## src/rtl/hpi_access_arbiter.sv

```systemverilog
// Two-port arbiter and single-word sequencer for the CY7C67200 HPI.
// Define HPI_ARB_ROUND_ROBIN_EN for round-robin grants; default is fixed priority to port 0.
module hpi_access_arbiter #(
    parameter int SETUP_CYC = 1,
    parameter int PULSE_CYC = 4,
    parameter int HOLD_CYC  = 1
) (
    input  logic        clk_clk,
    input  logic        reset_reset_n,
    input  logic        req0,
    input  logic        req1,
    input  logic        we0,
    input  logic        we1,
    input  logic [1:0]  addr0,
    input  logic [1:0]  addr1,
    input  logic [15:0] wdata0,
    input  logic [15:0] wdata1,
    output logic        ack0,
    output logic        ack1,
    output logic [15:0] rdata,
    output logic [1:0]  hpi_addr,
    output logic        hpi_cs_n,
    output logic        hpi_r_n,
    output logic        hpi_w_n,
    output logic [15:0] hpi_data_out,
    output logic        hpi_data_oe,
    input  logic [15:0] hpi_data_in
);

    typedef enum logic [2:0] {
        IDLE,
        SETUP,
        STROBE,
        HOLD,
        DONE
    } state_t;

    localparam logic [3:0] SETUP_LD = 4'(SETUP_CYC);
    localparam logic [3:0] PULSE_LD = 4'(PULSE_CYC);
    localparam logic [3:0] HOLD_LD  = 4'(HOLD_CYC);

    state_t      state;
    state_t      state_nxt;
    logic [3:0]  cnt;
    logic [3:0]  cnt_nxt;
    logic        grant;
    logic        gsel;
    logic        last_cyc;
    logic        capture;

    logic        lat_port;
    logic        lat_we;
    logic [1:0]  lat_addr;
    logic [15:0] lat_wdata;
    logic        nx_port;
    logic        nx_we;
    logic [1:0]  nx_addr;
    logic [15:0] nx_wdata;

    logic        cs_n_d;
    logic        r_n_d;
    logic        w_n_d;
    logic        oe_d;
    logic        ack0_d;
    logic        ack1_d;
    logic [1:0]  addr_d;
    logic [15:0] dout_d;

`ifdef HPI_ARB_ROUND_ROBIN_EN
    // rr_last holds the port granted most recently; the other one wins a tie.
    logic        rr_last;

    always_comb begin
        gsel = req1 & (~req0 | ~rr_last);
    end
`else
    always_comb begin
        gsel = ~req0;
    end
`endif

    assign last_cyc = (cnt == 4'd1);
    assign capture  = (state == STROBE) && last_cyc && !lat_we;

    always_comb begin
        nx_port  = lat_port;
        nx_we    = lat_we;
        nx_addr  = lat_addr;
        nx_wdata = lat_wdata;
        if (grant) begin
            nx_port  = gsel;
            nx_we    = gsel ? we1 : we0;
            nx_addr  = gsel ? addr1 : addr0;
            nx_wdata = gsel ? wdata1 : wdata0;
        end
    end

    // State register with phase counter and latched transaction fields.
    always_ff @(posedge clk_clk or negedge reset_reset_n) begin
        if (!reset_reset_n) begin
            state     <= IDLE;
            cnt       <= '0;
            lat_port  <= 1'b0;
            lat_we    <= 1'b0;
            lat_addr  <= '0;
            lat_wdata <= '0;
`ifdef HPI_ARB_ROUND_ROBIN_EN
            rr_last   <= 1'b1;
`endif
        end else begin
            state     <= state_nxt;
            cnt       <= cnt_nxt;
            lat_port  <= nx_port;
            lat_we    <= nx_we;
            lat_addr  <= nx_addr;
            lat_wdata <= nx_wdata;
`ifdef HPI_ARB_ROUND_ROBIN_EN
            if (grant) begin
                rr_last <= gsel;
            end
`endif
        end
    end

    always_comb begin
        state_nxt = state;
        cnt_nxt   = cnt;
        grant     = 1'b0;
        unique case (state)
            IDLE: begin
                if (req0 || req1) begin
                    grant     = 1'b1;
                    state_nxt = SETUP;
                    cnt_nxt   = SETUP_LD;
                end
            end
            SETUP: begin
                if (last_cyc) begin
                    state_nxt = STROBE;
                    cnt_nxt   = PULSE_LD;
                end else begin
                    cnt_nxt = cnt - 4'd1;
                end
            end
            STROBE: begin
                if (last_cyc) begin
                    state_nxt = HOLD;
                    cnt_nxt   = HOLD_LD;
                end else begin
                    cnt_nxt = cnt - 4'd1;
                end
            end
            HOLD: begin
                if (last_cyc) begin
                    state_nxt = DONE;
                    cnt_nxt   = '0;
                end else begin
                    cnt_nxt = cnt - 4'd1;
                end
            end
            DONE: begin
                state_nxt = IDLE;
            end
            default: begin
                state_nxt = IDLE;
                cnt_nxt   = '0;
            end
        endcase
    end

    // Pin values are decoded from the next state so every pin is a flop output.
    always_comb begin
        cs_n_d = 1'b1;
        r_n_d  = 1'b1;
        w_n_d  = 1'b1;
        oe_d   = 1'b0;
        ack0_d = 1'b0;
        ack1_d = 1'b0;
        addr_d = hpi_addr;
        dout_d = hpi_data_out;
        unique case (state_nxt)
            SETUP, HOLD: begin
                cs_n_d = 1'b0;
                oe_d   = nx_we;
                addr_d = nx_addr;
                if (nx_we) begin
                    dout_d = nx_wdata;
                end
            end
            STROBE: begin
                cs_n_d = 1'b0;
                r_n_d  = nx_we;
                w_n_d  = ~nx_we;
                oe_d   = nx_we;
                addr_d = nx_addr;
                if (nx_we) begin
                    dout_d = nx_wdata;
                end
            end
            DONE: begin
                ack0_d = ~nx_port;
                ack1_d = nx_port;
            end
            default: begin
            end
        endcase
    end

    always_ff @(posedge clk_clk or negedge reset_reset_n) begin
        if (!reset_reset_n) begin
            hpi_cs_n     <= 1'b1;
            hpi_r_n      <= 1'b1;
            hpi_w_n      <= 1'b1;
            hpi_data_oe  <= 1'b0;
            hpi_addr     <= '0;
            hpi_data_out <= '0;
            ack0         <= 1'b0;
            ack1         <= 1'b0;
            rdata        <= '0;
        end else begin
            hpi_cs_n     <= cs_n_d;
            hpi_r_n      <= r_n_d;
            hpi_w_n      <= w_n_d;
            hpi_data_oe  <= oe_d;
            hpi_addr     <= addr_d;
            hpi_data_out <= dout_d;
            ack0         <= ack0_d;
            ack1         <= ack1_d;
            if (capture) begin
                rdata <= hpi_data_in;
            end
        end
    end

endmodule

```

## config.mk

```make
export PLATFORM = sky130hd
export DESIGN_NAME = hpi_access_arbiter
export DESIGN_NICKNAME = d
export VERILOG_FILES = /design/src/rtl/hpi_access_arbiter.sv
export SDC_FILE = /design/constraint.sdc
export NUM_CORES = 1
export LEC_CHECK = 0
export ABC_AREA = 1
export CAP_MARGIN = 20
export CORE_MARGIN = 2
export CORE_UTILIZATION = 50
export DETAILED_ROUTE_END_ITERATION = 10
export GPL_TIMING_DRIVEN = 1
export HOLD_SLACK_MARGIN = 0.05
export PLACE_DENSITY = 0.85
export SYNTH_ARGS = -nofsm -noshare
export SYNTH_HDL_FRONTEND = slang
export SYNTH_SLANG_ARGS = --single-unit
```

## constraint.sdc

```tcl
create_clock -name clk_clk -period 4.6 [get_ports clk_clk]
set_input_delay 1.15 -clock clk_clk [delete_from_list [all_inputs] [get_ports clk_clk]]
set_output_delay 1.15 -clock clk_clk [all_outputs]
set_load 0.005 [all_outputs]
```

# Yosys cells after proc, flatten, opt, wreduce, memory -nomap -nowiden
# Index checks and enable logic that the tools add are counted.
dict set report word_totals {
  register_bits 67
  inputBits 58
  out_inout_bits 40
  wordCells 63
}
dict set report classes {
  addsub 1
  n_eq_ne 10
  n_mux 25
  bitwise 4
  reduce_logical 8
}
# operator count
set ops {}
lappend ops {{16-bit 2-to-1 mux} 2}
lappend ops {{4-bit case mux with 5 select lines} 1}
lappend ops {{4-bit 2-to-1 mux} 4}
lappend ops {{3-bit by 2-bit == test with 1-bit output, second input constant} 4}
lappend ops {{3-bit 2-to-1 mux} 4}
lappend ops {{3-bit case mux with 4 select lines} 1}
lappend ops {{1-bit 2-to-1 mux} 11}
lappend ops {{3-bit by 1-bit == test with 1-bit output, second input constant} 2}
lappend ops {{3-bit == test, second input constant} 2}
lappend ops {{4-bit by 1-bit == test with 1-bit output, second input constant} 1}
lappend ops {{2-bit 2-to-1 mux} 2}
lappend ops {{1-bit NOT} 4}
lappend ops {{2-bit AND reduction} 2}
lappend ops {{4-bit by 1-bit subtractor with 4-bit output, second input constant} 1}
lappend ops {{3-bit zero test} 1}
lappend ops {{3-bit OR reduction} 1}
lappend ops {{1-bit logical AND} 2}
lappend ops {{2-bit inequality test, second input constant} 1}
lappend ops {{1-bit zero test} 1}
lappend ops {{1-bit logical OR} 1}

# Depth between registers and ports, before layout
dict set report depth {
  word_depth 6
  ltp_mapped 11
  ltp_nobuf 10
}

# Worst setup path before layout
# OpenSTA, ideal clock, no wires.
dict set report synth_timing {
  kind {in2reg}
  start {in req0}
  end {reg hpi_data_out[10]}
  setup_time_ns 0.116
  arrival_time_ns 1.987
  t_required_ns 4.484
  path_slack_ns 2.497
  stages 10
  n_path_buf 2
  path_cell_list {inv_1 -> nand2_1 -> nand3_2 -> nand2_2 -> nor2_4 -> nand2_4 -> buf_6 -> buf_12 -> nand3_2 -> nand2_1}
}
dict set report synth_via {
  elab_chain_cells 6
  word_cells_on_any_way 14
  cone_classes {eq/ne (3); mux (8); reduce/logical (3)}
}
# item line
set synth_rtl {}
lappend synth_rtl {{start: declaration} 10} ;# input logic req0,
lappend synth_rtl {{1-bit logical OR} 131} ;# if (req0 || req1) begin
lappend synth_rtl {{3-bit 2-to-1 mux} 131}
lappend synth_rtl {{3-bit case mux with 4 select lines} 129} ;# unique case (state)
lappend synth_rtl {{3-bit by 2-bit == test with 1-bit output or 3-bit by 1-bit == test with 1-bit output (tied branches)} 181} ;# unique case (state_nxt)
lappend synth_rtl {{3-bit OR reduction (no source line)} n/a}
lappend synth_rtl {{2-bit AND reduction (no source line)} n/a}
lappend synth_rtl {{end signal: assignment} 226} ;# hpi_data_out <= dout_d;
lappend synth_rtl {{end: declaration} 25} ;# output logic [15:0] hpi_data_out,
# Several ways; a longest one is shown, not always the timed one.
# A chain may end at the register's enable or synchronous reset.

# Final worst setup path
dict set report layout_timing {
  start {in req0}
  end {reg hpi_data_out[4]}
}
# Same word-level chain as after synthesis.

==> reports/summary.log <==
INFO  outcome        status=finished, final reports clean
INFO  finish         final_net_count=519
INFO  logic_synthesis yosys_top_cell_area_share=52.0%
INFO  drt            firstDrtPassIters=5
INFO  timing         period_share=73.7%
INFO  floorplanning  die_h=82.5um
INFO  setup_path     critical_path.max_fanout=21
INFO  floorplanning  core-area=5920um2
INFO  logic_synthesis yosys-top-cells-count=sky130_fd_sc_hd__nand2_1 (188), sky130_fd_sc_hd__dfrtp_1 (64), sky130_fd_sc_hd__nand3_1 (27)
INFO  drt            post_drt_via_cell_ratio=4.84
INFO  logic_synthesis post_synthesis_cell_area=3080um2
INFO  logic_synthesis yosys_warnings=0
INFO  power_and_ir_drop power_density=637nW/um2
INFO  power_and_ir_drop cellLeakagePower=0.00216uW
INFO  worst_hold_path hold_class=register to register
INFO  floorplanning  die_width=82.5um
INFO  timing         relSlewSlack=39.0%
INFO  setup_path     critPathLaunch=req0
INFO  timing         finalHoldViolations=0
INFO  setup_path     endpoint_kind=register
INFO  finish         syn_to_final_growth=37.7%
INFO  cts            cts_max_level=3
INFO  finish         final_layout_size_suffix_gt1_share=10.6%
INFO  logic_synthesis ys_async_sr_fraction=100%
INFO  drt            via_count=2,610
INFO  finish         final-seq-area=1680um2
INFO  cts            cts_buffer_depth=2
INFO  cts            cts_resized=0
INFO  timing         totalNegativeSetupSlack=0ns
INFO  logic_synthesis synth-edff-count=0
INFO  placed_design  preCtsSetupSlack=0.617ns
INFO  setup_path     r2r_start=state[1]
INFO  cts            worstSkewPairLatency=0.34ns
INFO  logic_synthesis syn_avg_cell_area=8.48um2
INFO  grt            grt_antenna_before_repair=0
INFO  cts            postCtsHoldBufs=0
INFO  drt            first_iter_violations=126
INFO  grt            grt_usage=23.9%
INFO  logic_synthesis synth.largest_area_cell=sky130_fd_sc_hd__dfrtp_1
INFO  logic_synthesis netlist_top_cells_area=sky130_fd_sc_hd__dfrtp_1 (52%), sky130_fd_sc_hd__nand2_1 (23%), sky130_fd_sc_hd__nand3_1 (4.4%), sky130_fd_sc_hd__nand3_2 (2.9%), sky130_fd_sc_hd__dfstp_2 (2.6%)
INFO  cts            clock_sinks=67
INFO  logic_synthesis most_used_standard_cell_by_instance_count_after_synthesis=sky130_fd_sc_hd__nand2_1
INFO  setup_path     worstPathArrival=3.62ns
INFO  drt            wl_per_cell=13.5um
INFO  finish         nFillCells=462
INFO  power_and_ir_drop irDropWorstVdd=0.348mV
INFO  timing         finClkSkew=0.00975ns
INFO  timing         fmax=295MHz
INFO  logic_synthesis synthesis.instances=363
INFO  worst_hold_path holdCritStartpoint=rdata[4]
INFO  timing         whs=0.471ns
INFO  setup_path     worst_setup_path_start_kind=input port
INFO  logic_synthesis synth_flop_cell=sky130_fd_sc_hd__dfrtp_1
INFO  cts            cts_tree=done
INFO  timing         timing_max_transition_violations_final=0
INFO  placed_design  gp_congestion=0.773
INFO  logic_synthesis synth-seq-area-share=54.6%
INFO  floorplanning  rows=28
INFO  timing         min_period=3.39ns
INFO  grt            grt_max_degree=43
INFO  logic_synthesis postSynthNetCount=423
INFO  logic_synthesis synth-seq-cells=67
INFO  floorplanning  die-area=6800um2
INFO  grt            grt_pass1_wl=12,000um
INFO  setup_path     req_time_crit_path=4.83ns
INFO  floorplanning  number_of_top_level_design_ports=98
INFO  power_and_ir_drop design_power_total=2700uW
INFO  placed_design  dp.final_hpwl=5190um
INFO  drt            wl=7280um
INFO  cts            post_cts.repair.setup_buffers=0
INFO  grt            overflow=0
INFO  cts            numCtsBuffers=9
INFO  grt            first_global_vias=2,506
INFO  placed_design  numPortBuffers=97
INFO  timing         worstMarginPinSlew=0.915ns
INFO  drt            drc_errors=0
INFO  cts            cts_root_buffer=sky130_fd_sc_hd__clkbuf_8
INFO  timing         setup_violations=0
INFO  cts            clk_pin_slew=0.07ns
INFO  run            drv.max_cap_violation_count=0
INFO  logic_synthesis number_of_distinct_library_cell_variants_in_the_gate_level_netlist_after_synthesis=28
INFO  floorplanning  initial_core_utilization=52.0%
INFO  timing         grt_setup_unrepaired=false
INFO  timing         worst_slack=1.21ns
INFO  finish         multi_input_gate_area_in_the_final_layout=1200um2
INFO  setup_path     cp_class=input port to register
INFO  drt            drtAntennaViolNets=0
INFO  placed_design  dp_cells=522
INFO  finish         antennaDiodeCount=0
INFO  finish         finalNonFillerCells=539
-- per-layer routing --
metal / wire (um) / GRT usage, % / up-vias / share of wire, %
li1: - / - / 1307 / -
met1: 3030 / 29.0 / 1224 / 42
met2: 3760 / 41.0 / 69 / 52
met3: 393 / 5.33 / 10 / 5.4
met4: 99 / 10.0 / 0 / 1.4
met5: 0 / 0 / - / 0
-- cell families (layout without fill, tap and decap cells) --
group | count (synthesis) | in the layout | share of synthesized area [%]
buffers and inverters | 36 | 137 | 6.42
xor gates and xnor gates | 2 | 2 | 0.569
and+or+nand+nor | 247 | 247 | 35.9
AOI/OAI and AO/OA | 9 | 9 | 1.75
adders and majority gates | 2 | 2 | 0.813
DFF | 67 | 67 | 54.6
-- flip-flops by register name (all words and copies together) (netlist names), 2 cells and up --
name,cells
hpi_addr,2
lat_wdata,16
rdata,16
hpi_data_out,16
cnt,4
lat_addr,2
state,3
-- metrics by stage --
step / area, um2 / utilization [%]
finish: 4240 / 71.6
global route: 4240 / 71.6
CTS: 4230 / 71.4
detailed placement: 4040 / 68.2
global placement: 4040 / 68.2
floorplan: 3080 / -
-- placed cells by master (no fill, tap or decap), types with 2 or more instances in the layout --
cell,Yosys,layout
sky130_fd_sc_hd__nor2_2,3,3
sky130_fd_sc_hd__nor2_4,2,2
sky130_fd_sc_hd__clkdlybuf4s50_1,0,96
sky130_fd_sc_hd__ha_1,2,2
sky130_fd_sc_hd__inv_1,16,16
sky130_fd_sc_hd__dfrtp_1,64,64
sky130_fd_sc_hd__clkbuf_1,1,3
sky130_fd_sc_hd__xor2_1,2,2
sky130_fd_sc_hd__nor2_1,6,6
sky130_fd_sc_hd__nand3_1,27,27
sky130_fd_sc_hd__clkbuf_8,0,9
sky130_fd_sc_hd__buf_4,4,3
sky130_fd_sc_hd__nand3_2,9,9
sky130_fd_sc_hd__nand2_2,4,4
sky130_fd_sc_hd__inv_2,3,3
sky130_fd_sc_hd__nand2_4,4,4
sky130_fd_sc_hd__nand2_1,188,188
sky130_fd_sc_hd__dfstp_2,3,3
sky130_fd_sc_hd__o21ai_2,2,2
sky130_fd_sc_hd__o21ai_0,5,5
-- final timing paths --
| check | to | slack, ns | depth (start not counted) |
|---|---|---|---|
| min in group asynchronous | cnt[3] | 0.94 | 1 |
| hold reg to reg | rdata[4] | 0.47 | 2 |
| setup reg to reg | hpi_data_out[4] | 2.31 | 9 |
| max in group asynchronous | hpi_cs_n | 2.73 | 2 |
| setup / recovery | hpi_data_out[4] | 1.21 | 12 |
| hold / removal | rdata[4] | 0.47 | 2 |
-- cell type report --
type | instances | share of cell area (%)
clock buffers | 12 | 3.19
clock inverters | 4 | 1.21
inverters | 20 | 1.77
multi-input cells | 260 | 28.3
flip-flops and latches | 67 | 39.6
well taps | 75 | 2.21
repair buffers | 101 | 23.7
-- where the power goes --
group | total, uW | switching [uW] | leakage [uW] | internal (uW)
sequential | 996 | 131 | 0.000824 | 865
combinational | 1240 | 679 | 0.00125 | 560
clock | 464 | 213 | 0.0000906 | 251
-- worst max-delay path, stage by stage --
cell                              delay [ns]
sky130_fd_sc_hd__clkdlybuf4s50_1        0.45
sky130_fd_sc_hd__buf_4                  0.23
sky130_fd_sc_hd__inv_1                  0.08
sky130_fd_sc_hd__nand2_1                0.10
sky130_fd_sc_hd__nand3_2                0.36
sky130_fd_sc_hd__inv_2                  0.45
sky130_fd_sc_hd__nand2_1                0.11
sky130_fd_sc_hd__o21ai_2                0.11
sky130_fd_sc_hd__buf_8                  0.23
sky130_fd_sc_hd__nand2_4                0.16
sky130_fd_sc_hd__nand2_1                0.12
sky130_fd_sc_hd__nand2_1                0.05
Power figures use the tool's default switching activity.
